===== config.mk =====
export PLATFORM = sky130hd
export DESIGN_NAME = traffic_conflict_monitor
export DESIGN_NICKNAME = d
export VERILOG_FILES = /design/src/rtl/traffic_conflict_monitor.sv
export SDC_FILE = /design/constraint.sdc
export NUM_CORES = 1
export LEC_CHECK = 0
export ABC_AREA = 1
export CORE_MARGIN = 3
export CORE_UTILIZATION = 53
export DETAILED_ROUTE_END_ITERATION = 16
export HOLD_SLACK_MARGIN = 0.1
export PLACE_DENSITY_LB_ADDON = 0.3
export SKIP_CTS_REPAIR_TIMING = 1
export SYNTH_ARGS = -nofsm -noshare
export SYNTH_HDL_FRONTEND = slang
export SYNTH_SLANG_ARGS = --single-unit

===== constraint.sdc =====
create_clock -name clk -period 1.9 [get_ports clk]
set_clock_uncertainty 0.2 [all_clocks]
set_input_delay 0.38 -clock clk [delete_from_list [all_inputs] [get_ports clk]]
set_output_delay 0.38 -clock clk [all_outputs]
set_load 0.02 [all_outputs]

===== src/rtl/traffic_conflict_monitor.sv =====
// Passive signal-head monitor: tracks the active phase from the four lamp lines
// and latches the first conflict/head/timing violation as a sticky fault code.
module traffic_conflict_monitor #(
  parameter int MIN_GREEN = 3,
  parameter int MAX_GREEN = 64,
  parameter int CNT_W     = 8
) (
  input  logic        clk,
  input  logic        reset,
  input  logic        NS_red,
  input  logic        NS_green,
  input  logic        EW_red,
  input  logic        EW_green,
  output logic        fault,
  output logic [2:0]  fault_code,
  output logic [2:0]  mon_state,
  output logic [15:0] phase_count
);

  typedef enum logic [2:0] {
    S_IDLE   = 3'd0,
    S_NS     = 3'd1,
    S_EW     = 3'd2,
    S_ALLRED = 3'd3,
    S_FAULT  = 3'd4
  } state_t;

  localparam logic [CNT_W-1:0] L_MIN = CNT_W'(MIN_GREEN);
  localparam logic [CNT_W-1:0] L_MAX = CNT_W'(MAX_GREEN);

  localparam logic [2:0] C_NONE     = 3'd0;
  localparam logic [2:0] C_CONFLICT = 3'd1;
  localparam logic [2:0] C_INVALID  = 3'd2;
  localparam logic [2:0] C_SHORT    = 3'd3;
  localparam logic [2:0] C_LONG     = 3'd4;
  localparam logic [2:0] C_STUCK    = 3'd5;

  state_t            r_state;
  logic [CNT_W-1:0]  r_dur;
  logic [15:0]       r_phase_count;
  logic              r_fault;
  logic [2:0]        r_fault_code;

  logic w_ns_g, w_ns_r, w_ew_g, w_ew_r;
  logic w_conflict, w_bad_head;
  logic w_ns_phase, w_ew_phase, w_all_red;
  logic w_dur_ok, w_dur_max;
  logic [2:0] w_viol;

  assign w_ns_g = NS_green & ~NS_red;
  assign w_ns_r = NS_red & ~NS_green;
  assign w_ew_g = EW_green & ~EW_red;
  assign w_ew_r = EW_red & ~EW_green;

  // Raw greens, not decoded ones: a head showing red+green still lights its green.
  assign w_conflict = NS_green & EW_green;
  assign w_bad_head = (NS_red == NS_green) | (EW_red == EW_green);

  assign w_ns_phase = w_ns_g & w_ew_r;
  assign w_ew_phase = w_ew_g & w_ns_r;
  assign w_all_red  = w_ns_r & w_ew_r;

  assign w_dur_ok  = (r_dur >= L_MIN);
  assign w_dur_max = (r_dur == L_MAX);

  // Violation for this edge, already resolved by priority (lower code wins).
  always_comb begin
    w_viol = C_NONE;
    case (r_state)
      S_IDLE: begin
        if (w_conflict) w_viol = C_CONFLICT;
      end
      S_NS: begin
        if (w_conflict)                              w_viol = C_CONFLICT;
        else if (w_bad_head)                         w_viol = C_INVALID;
        else if ((w_all_red | w_ew_phase) && !w_dur_ok) w_viol = C_SHORT;
        else if (w_ns_phase && w_dur_max)            w_viol = C_LONG;
      end
      S_EW: begin
        if (w_conflict)                              w_viol = C_CONFLICT;
        else if (w_bad_head)                         w_viol = C_INVALID;
        else if ((w_all_red | w_ns_phase) && !w_dur_ok) w_viol = C_SHORT;
        else if (w_ew_phase && w_dur_max)            w_viol = C_LONG;
      end
      S_ALLRED: begin
        if (w_conflict)                  w_viol = C_CONFLICT;
        else if (w_bad_head)             w_viol = C_INVALID;
        else if (w_all_red && w_dur_max) w_viol = C_STUCK;
      end
      default: w_viol = C_NONE;
    endcase
  end

  always_ff @(posedge clk or posedge reset) begin
    if (reset) begin
      r_state       <= S_IDLE;
      r_dur         <= '0;
      r_phase_count <= '0;
      r_fault       <= 1'b0;
      r_fault_code  <= C_NONE;
    end else if (r_state == S_FAULT) begin
      r_state <= S_FAULT;
    end else if (w_viol != C_NONE) begin
      r_state      <= S_FAULT;
      r_fault      <= 1'b1;
      r_fault_code <= w_viol;
    end else begin
      case (r_state)
        S_IDLE: begin
          if (w_ns_phase) begin
            r_state       <= S_NS;
            r_dur         <= CNT_W'(1);
            r_phase_count <= r_phase_count + 16'd1;
          end else if (w_ew_phase) begin
            r_state       <= S_EW;
            r_dur         <= CNT_W'(1);
            r_phase_count <= r_phase_count + 16'd1;
          end else if (w_all_red) begin
            r_state <= S_ALLRED;
            r_dur   <= CNT_W'(1);
          end
        end
        S_NS: begin
          if (w_ns_phase) begin
            r_dur <= r_dur + 1'b1;
          end else if (w_all_red) begin
            r_state <= S_ALLRED;
            r_dur   <= CNT_W'(1);
          end else if (w_ew_phase) begin
            r_state       <= S_EW;
            r_dur         <= CNT_W'(1);
            r_phase_count <= r_phase_count + 16'd1;
          end
        end
        S_EW: begin
          if (w_ew_phase) begin
            r_dur <= r_dur + 1'b1;
          end else if (w_all_red) begin
            r_state <= S_ALLRED;
            r_dur   <= CNT_W'(1);
          end else if (w_ns_phase) begin
            r_state       <= S_NS;
            r_dur         <= CNT_W'(1);
            r_phase_count <= r_phase_count + 16'd1;
          end
        end
        S_ALLRED: begin
          if (w_all_red) begin
            r_dur <= r_dur + 1'b1;
          end else if (w_ns_phase) begin
            r_state       <= S_NS;
            r_dur         <= CNT_W'(1);
            r_phase_count <= r_phase_count + 16'd1;
          end else if (w_ew_phase) begin
            r_state       <= S_EW;
            r_dur         <= CNT_W'(1);
            r_phase_count <= r_phase_count + 16'd1;
          end
        end
        default: r_state <= S_FAULT;
      endcase
    end
  end

  assign fault       = r_fault;
  assign fault_code  = r_fault_code;
  assign mon_state   = r_state;
  assign phase_count = r_phase_count;

endmodule


; ---- Word-level counts from Yosys, hierarchy flattened
; Cells that the tools add are included.
[totals]
reg_bits = 31
latch_bits = 0
ram_bits = 0
romBits = 0
in_bits = 6
output_inout_bits = 23
elab_cells = 106
memories = 0
[op_classes]
add_sub_neg = 2
n_mul = 0
div = 0
order_cmp = 1
n_eq_ne = 20
shifts = 0
muxes = 48
bitwise_logic = 17
reduce_logical = 13
[op_table]
columns = cell, n
row1 = 16-bit two-way mux, 8
row2 = 8-bit two-way mux, 11
row3 = 3-bit two-way mux, 24
row4 = 16-bit one-hot mux with 4 select lines, 1
row5 = 8-bit one-hot mux with 4 select lines, 1
row6 = 3-bit one-hot mux with 4 select lines, 2
row7 = "4-bit inequality test, second input constant", 5
row8 = "16-bit by 1-bit adder with 16-bit output, second input constant", 1
row9 = "2-bit inequality test, second input constant", 6
row10 = 5-bit AND reduction, 2
row11 = 9-bit AND reduction, 1
row12 = "8-bit by 1-bit adder with 8-bit output, second input constant", 1
row13 = 1-bit bitwise AND, 8
row14 = "8-bit by 7-bit equality test with 1-bit output, second input constant", 1
row15 = "8-bit by 2-bit >= comparator with 1-bit output, second input constant", 1
row16 = "3-bit by 2-bit equality test with 1-bit output, second input constant", 2
row17 = "6-bit inequality test, second input constant", 1
row18 = 1-bit NOT, 6
row19 = 1-bit logical AND, 5
row20 = "5-bit inequality test, second input constant", 1
row21 = 4-bit nonzero test, 1
row22 = "3-bit by 1-bit equality test with 1-bit output, second input constant", 1
row23 = "3-bit equality test, second input constant", 1
row24 = 3-bit logical NOT, 1
row25 = other kinds (6), 9

; ---- Longest topological paths before layout
[depth]
ltp_word = 12
mapped_depth = 15
ltp_nobuf = 14

; ---- Worst setup path after synthesis
; OpenSTA, ideal clock, no wires.
[synth_path]
path_kind = input to register
startpoint = input NS_red
endpoint = register r_phase_count[0] (netlist: phase_count[0])
setup_ns = 0.118
arrival_time_ns = 1.930
t_required_ns = 1.582
setup_slack_ns = -0.348
cell_stages = 12
path_buffers = 1
cell_sequence = inv_1 -> ha_1 -> nor2_1 -> nand3b_1 -> nand3_2 -> nor2_4 -> nand2_4 -> nor2_8 -> nand2_4 -> buf_6 -> nand2_1 -> nand2_1
[synth_between]
elab_chain_cells = 12
elab_cells_between_ends = 42
cone_classes = eq/ne: 7 / mux: 18 / bitwise: 10 / reduce/logical: 7
[synth_rtl]
columns = element, line
row1 = start: declaration, 10  ; input logic NS_red,
row2 = 1-bit NOT, 50  ; assign w_ns_g = NS_green & ~NS_red;
row3 = 1-bit bitwise AND, 50
row4 = 1-bit bitwise AND, 59  ; assign w_ns_phase = w_ns_g & w_ew_r;
row5 = 1-bit bitwise OR or 1-bit logical AND (tied branches), "82, 77"
row6 = 1-bit logical AND or 3-bit two-way mux (tied branches), "82, 77"
row7 = "3-bit two-way mux, on equally long branches", "82, 76"
row8 = "3-bit two-way mux, on equally long branches", "81, 75"
row9 = "3-bit two-way mux, on equally long branches", "80, 74"
row10 = 3-bit one-hot mux with 4 select lines, 69  ; case (r_state)
row11 = 3-bit nonzero test, 103  ; end else if (w_viol != C_NONE) begin
row12 = 1-bit NOT (no source line), --
row13 = 9-bit AND reduction (no source line), --
row14 = end signal: assignment, 113  ; r_phase_count <= r_phase_count + 16'd1;
row15 = end signal: assignment, 117  ; r_phase_count <= r_phase_count + 16'd1;
row16 = end signal: assignment, 132  ; r_phase_count <= r_phase_count + 16'd1;
row17 = end: declaration, 40  ; logic [15:0] r_phase_count;
; Parallel ways exist; a longest one is shown, timed or not. The select of a mux whose other input is x is not followed.
; A chain may end at the register's enable or synchronous reset.

; ---- Worst setup path after layout
[layout_path]
startpoint = register r_dur[0]
endpoint = register r_state[1] (netlist: mon_state[1])
[layout_between]
elab_chain_cells = 10
elab_cells_between_ends = 29
cone_classes = order compare: 1 / eq/ne: 6 / mux: 14 / reduce/logical: 8
[layout_rtl]
columns = element, line
row1 = start: declaration, 39  ; logic [CNT_W-1:0] r_dur;
row2 = start signal: assignment, 125  ; r_dur <= r_dur + 1'b1;
row3 = start signal: assignment, 137  ; r_dur <= r_dur + 1'b1;
row4 = start signal: assignment, 149  ; r_dur <= r_dur + 1'b1;
row5 = 8-bit by 2-bit >= comparator with 1-bit output or 8-bit by 7-bit equality test with 1-bit output (tied branches), "63, 64"
row6 = "1-bit logical NOT, or another cell as far along", "76, 82"
row7 = "1-bit logical AND, or another cell as far along", 82  ; else if ((w_all_red | w_ns_phase) && !w_dur_ok) w_viol = C_SHORT;
row8 = "3-bit two-way mux, on equally long branches", "82, 76"
row9 = "3-bit two-way mux, on equally long branches", "81, 75"
row10 = "3-bit two-way mux, on equally long branches", "80, 74"
row11 = 3-bit one-hot mux with 4 select lines (*), 69
row12 = 3-bit nonzero test (*), 103
row13 = "6-bit inequality test (no source line), or another cell as far along", --
row14 = 5-bit AND reduction (no source line) or 3-bit two-way mux (tied branches), --
row15 = end signal: assignment, 102  ; r_state <= S_FAULT;
row16 = end signal: assignment, 104  ; r_state <= S_FAULT;
row17 = end signal: assignment, 111  ; r_state <= S_NS;
row18 = end: declaration, 38  ; state_t r_state;
; Mark *: on every way between the ends. The rest lies on a longest branch, timed or not.

==> impl_metrics.env <==
export IMPL_place_ws_ns=-0.816
export IMPL_first_global_vias=3495
export IMPL_worst_slew_pin_slew_ns=0.588
export IMPL_coreArea_um2=5240
export IMPL_ys_seq_area_frac=0.263
export IMPL_grt_pass1_wl_mm=15.2
export IMPL_cts_made_buffers=5
export IMPL_hold_viol_final=0
export IMPL_irDropWorstVdd_uv=264
export IMPL_ant_nets=0
export IMPL_setup_viol=31
export IMPL_arrival_ns=2.34
export IMPL_relSlewSlack=0.605
export IMPL_cts_tree="built"
export IMPL_htreeDepth=2
export IMPL_syn_num_nets=481
export IMPL_drt_initial_drc_count=540
export IMPL_layout_commonest_cell="nand2_1"
export IMPL_drv_cap=0
export IMPL_period_share=1.25
export IMPL_ys_types=39
export IMPL_wl_per_cell_um=17.0
export IMPL_syn_area_um2=2950
export IMPL_violations="negative setup slack"
export IMPL_syn_area_per_cell_um2=6.30
export IMPL_die_x_um=80.6
export IMPL_whs_ns=0.280
export IMPL_outcome="complete, but fails checks"
export IMPL_grt_ovfl_total=0
export IMPL_area_growth_pct=50.0
export IMPL_drc_errors=0
export IMPL_fmax_mhz=423
export IMPL_antenna_cells=0
export IMPL_routabilityCongestion=0.970
export IMPL_synth_top_family_by_area="simple AND/OR/NAND/NOR gates"
export IMPL_period_needed_ns=2.37
export IMPL_nets=596
export IMPL_fin_ws_ns=-0.466
export IMPL_ys_warn_count=0
export IMPL_placed_cells=639
export IMPL_final_cell_mix="133 x nand2_1, 83 x buf_4, 49 x inv_1"
export IMPL_cts_num_sinks=31
export IMPL_cp_end_kind="flip-flop"
export IMPL_fin_cells=654
export IMPL_clkTransAtPathRegs_ns=0.08
export IMPL_synth_xor_area_frac=0.00594
export IMPL_fin_setup_tns_ns=-12.24
export IMPL_die_h_um=80.6
export IMPL_p_leak_nw=2.45
export IMPL_root_buffer="clkbuf_8"
export IMPL_rsz0062_at_grt="true"
export IMPL_wl_mm=11.1
export IMPL_drt_first_pass_iters=6
export IMPL_synth_area_leaders="dfrtp_1 26%, nand2_1 19%, nand3_1 10%, inv_1 6.5%, o21ai_0 4.6%"
export IMPL_grt_max_degree=32
export IMPL_clockBufferDepth=2
export IMPL_track_usage=0.294
export IMPL_start_util=0.563
export IMPL_path_class="reg2reg"
export IMPL_antenna_found_initial=0
export IMPL_synth_seq_cells=31
export IMPL_via_count=3991
export IMPL_hpwl_mm=7.03
export IMPL_cp_required_ns=1.87
export IMPL_synth_compound_area_frac=0.150
export IMPL_powerDensity_nw_per_um2=310
export IMPL_post_route_util=0.844
export IMPL_holdCritPathClass="in2async"
export IMPL_num_rows=26
export IMPL_port_buffers=28
export IMPL_slew_violations=0
export IMPL_clk_latency_ns=0.29
export IMPL_critPathLaunchType="flip-flop"
export IMPL_via_per_inst=6.10
export IMPL_pin_count=29
export IMPL_reg2regPathDepth=15
export IMPL_synth_simple_area_share=0.442
export IMPL_netlist_area_leader_share=0.263
export IMPL_yosys_area_top_type="dfrtp_1"
export IMPL_drive_gt1_frac=0.327
export IMPL_die_area_um2=6490
export IMPL_muxShareOfSynthArea=0
export IMPL_yosys_area_share_adder=0.0297
export IMPL_syn_inst=468
export IMPL_critPathMaxFanout=4
## through the flow
stage / cell area, um2 / total power, mW
5_1_grt: 4420 / 1.41
6_report: 4420 / 1.37
3_5_place_dp: 3940 / 0.828
3_3_place_gp: 3940 / 0.823
2_1_floorplan: 3030 / 0.767
4_1_cts: 4020 / 1.35
## worst paths after layout
kind / startpoint / endpoint / slack [ns]
worst max register to register: r_dur[0]$_DFFE_PP0P_ / mon_state[1]$_DFFE_PP0P_ / -0.47
worst min register to register: fault$_DFFE_PP0P_ / fault$_DFFE_PP0P_ / 0.29
worst max-delay path: r_dur[0]$_DFFE_PP0P_ / mon_state[1]$_DFFE_PP0P_ / -0.47
worst min-delay path: reset / fault_code[2]$_DFFE_PP0P_ / 0.28
max in group asynchronous: reset / mon_state[2]$_DFFE_PP0P_ / 0.90
min in group clk: fault$_DFFE_PP0P_ / fault$_DFFE_PP0P_ / 0.29
## cell families (layout without fill, tap and decap cells)
logic type | count (synthesis) | count (layout)
buf+inv | 72 | 186
simple gates | 283 | 285
fa+ha+maj | 7 | 7
compound gates | 73 | 73
flops | 31 | 31
xor+xnor | 2 | 2
## critical path, stage by stage, from the launching register on
cell and delay (ns):
dfrtp_1 0.43, ha_2 0.21, nor2_2 0.12, nand2_1 0.09, nor2_2 0.11, nand2_1 0.09, buf_4 0.14, o21ai_2 0.10
nand2_1 0.05, nand2_1 0.09, nand2_2 0.08, nand2_4 0.16, buf_6 0.14, nor2_2 0.04, nand3_1 0.12, nand2_1 0.07
## cells in the mapped netlist (all sizes together)
| master | number |
|---|---|
| nand2 | 160 |
| nand3 | 61 |
| inv | 58 |
| nor2 | 39 |
| o21ai | 35 |
| dfrtp | 31 |
| a21oi | 13 |
| nor3 | 11 |
| buf | 10 |
| nand4 | 9 |
| ha | 7 |
| o211ai | 7 |
| o22ai | 5 |
| a211oi | 4 |
| a22oi | 3 |
| clkbuf | 3 |
| o21bai | 2 |
| o221ai | 2 |
| or2 | 2 |
| xor2 | 2 |
| a31o | 1 |
| a32oi | 1 |
| clkinv | 1 |
| nand3b | 1 |
## sequential cells by signal (all words and copies together), names as in the netlist
| signal | cells |
|---|---|
| r_dur | 8 |
| phase_count | 16 |
| mon_state | 3 |
| fault_code | 3 |
| fault | 1 |
## power breakdown
group,internal [mW],switching [mW],total [mW]
clock network,0.257,0.274,0.531
registers,0.661,0.00125,0.662
logic,0.0715,0.104,0.175
total,0.990,0.379,1.37
## layer usage
metal	GRT usage	vias to the layer above	wire (um)
li1	-	1776	-
met3	0.0437	70	1370
met1	0.394	1838	4130
met5	0	-	0
met4	0.0895	0	469
met2	0.488	307	5140
## final cells by class
| type | count | area [um2] |
|---|---|---|
| Clock buffer | 7 | 76.3 |
| Clock inverter | 1 | 5.00 |
| Fill cell | 294 | 816 |
| Inverter | 59 | 236 |
| Multi-Input combinational cell | 367 | 2190 |
| Sequential cell | 31 | 782 |
| Tap cell | 70 | 87.6 |
| Timing Repair Buffer | 119 | 1050 |
Power figures use the tool's default switching activity.
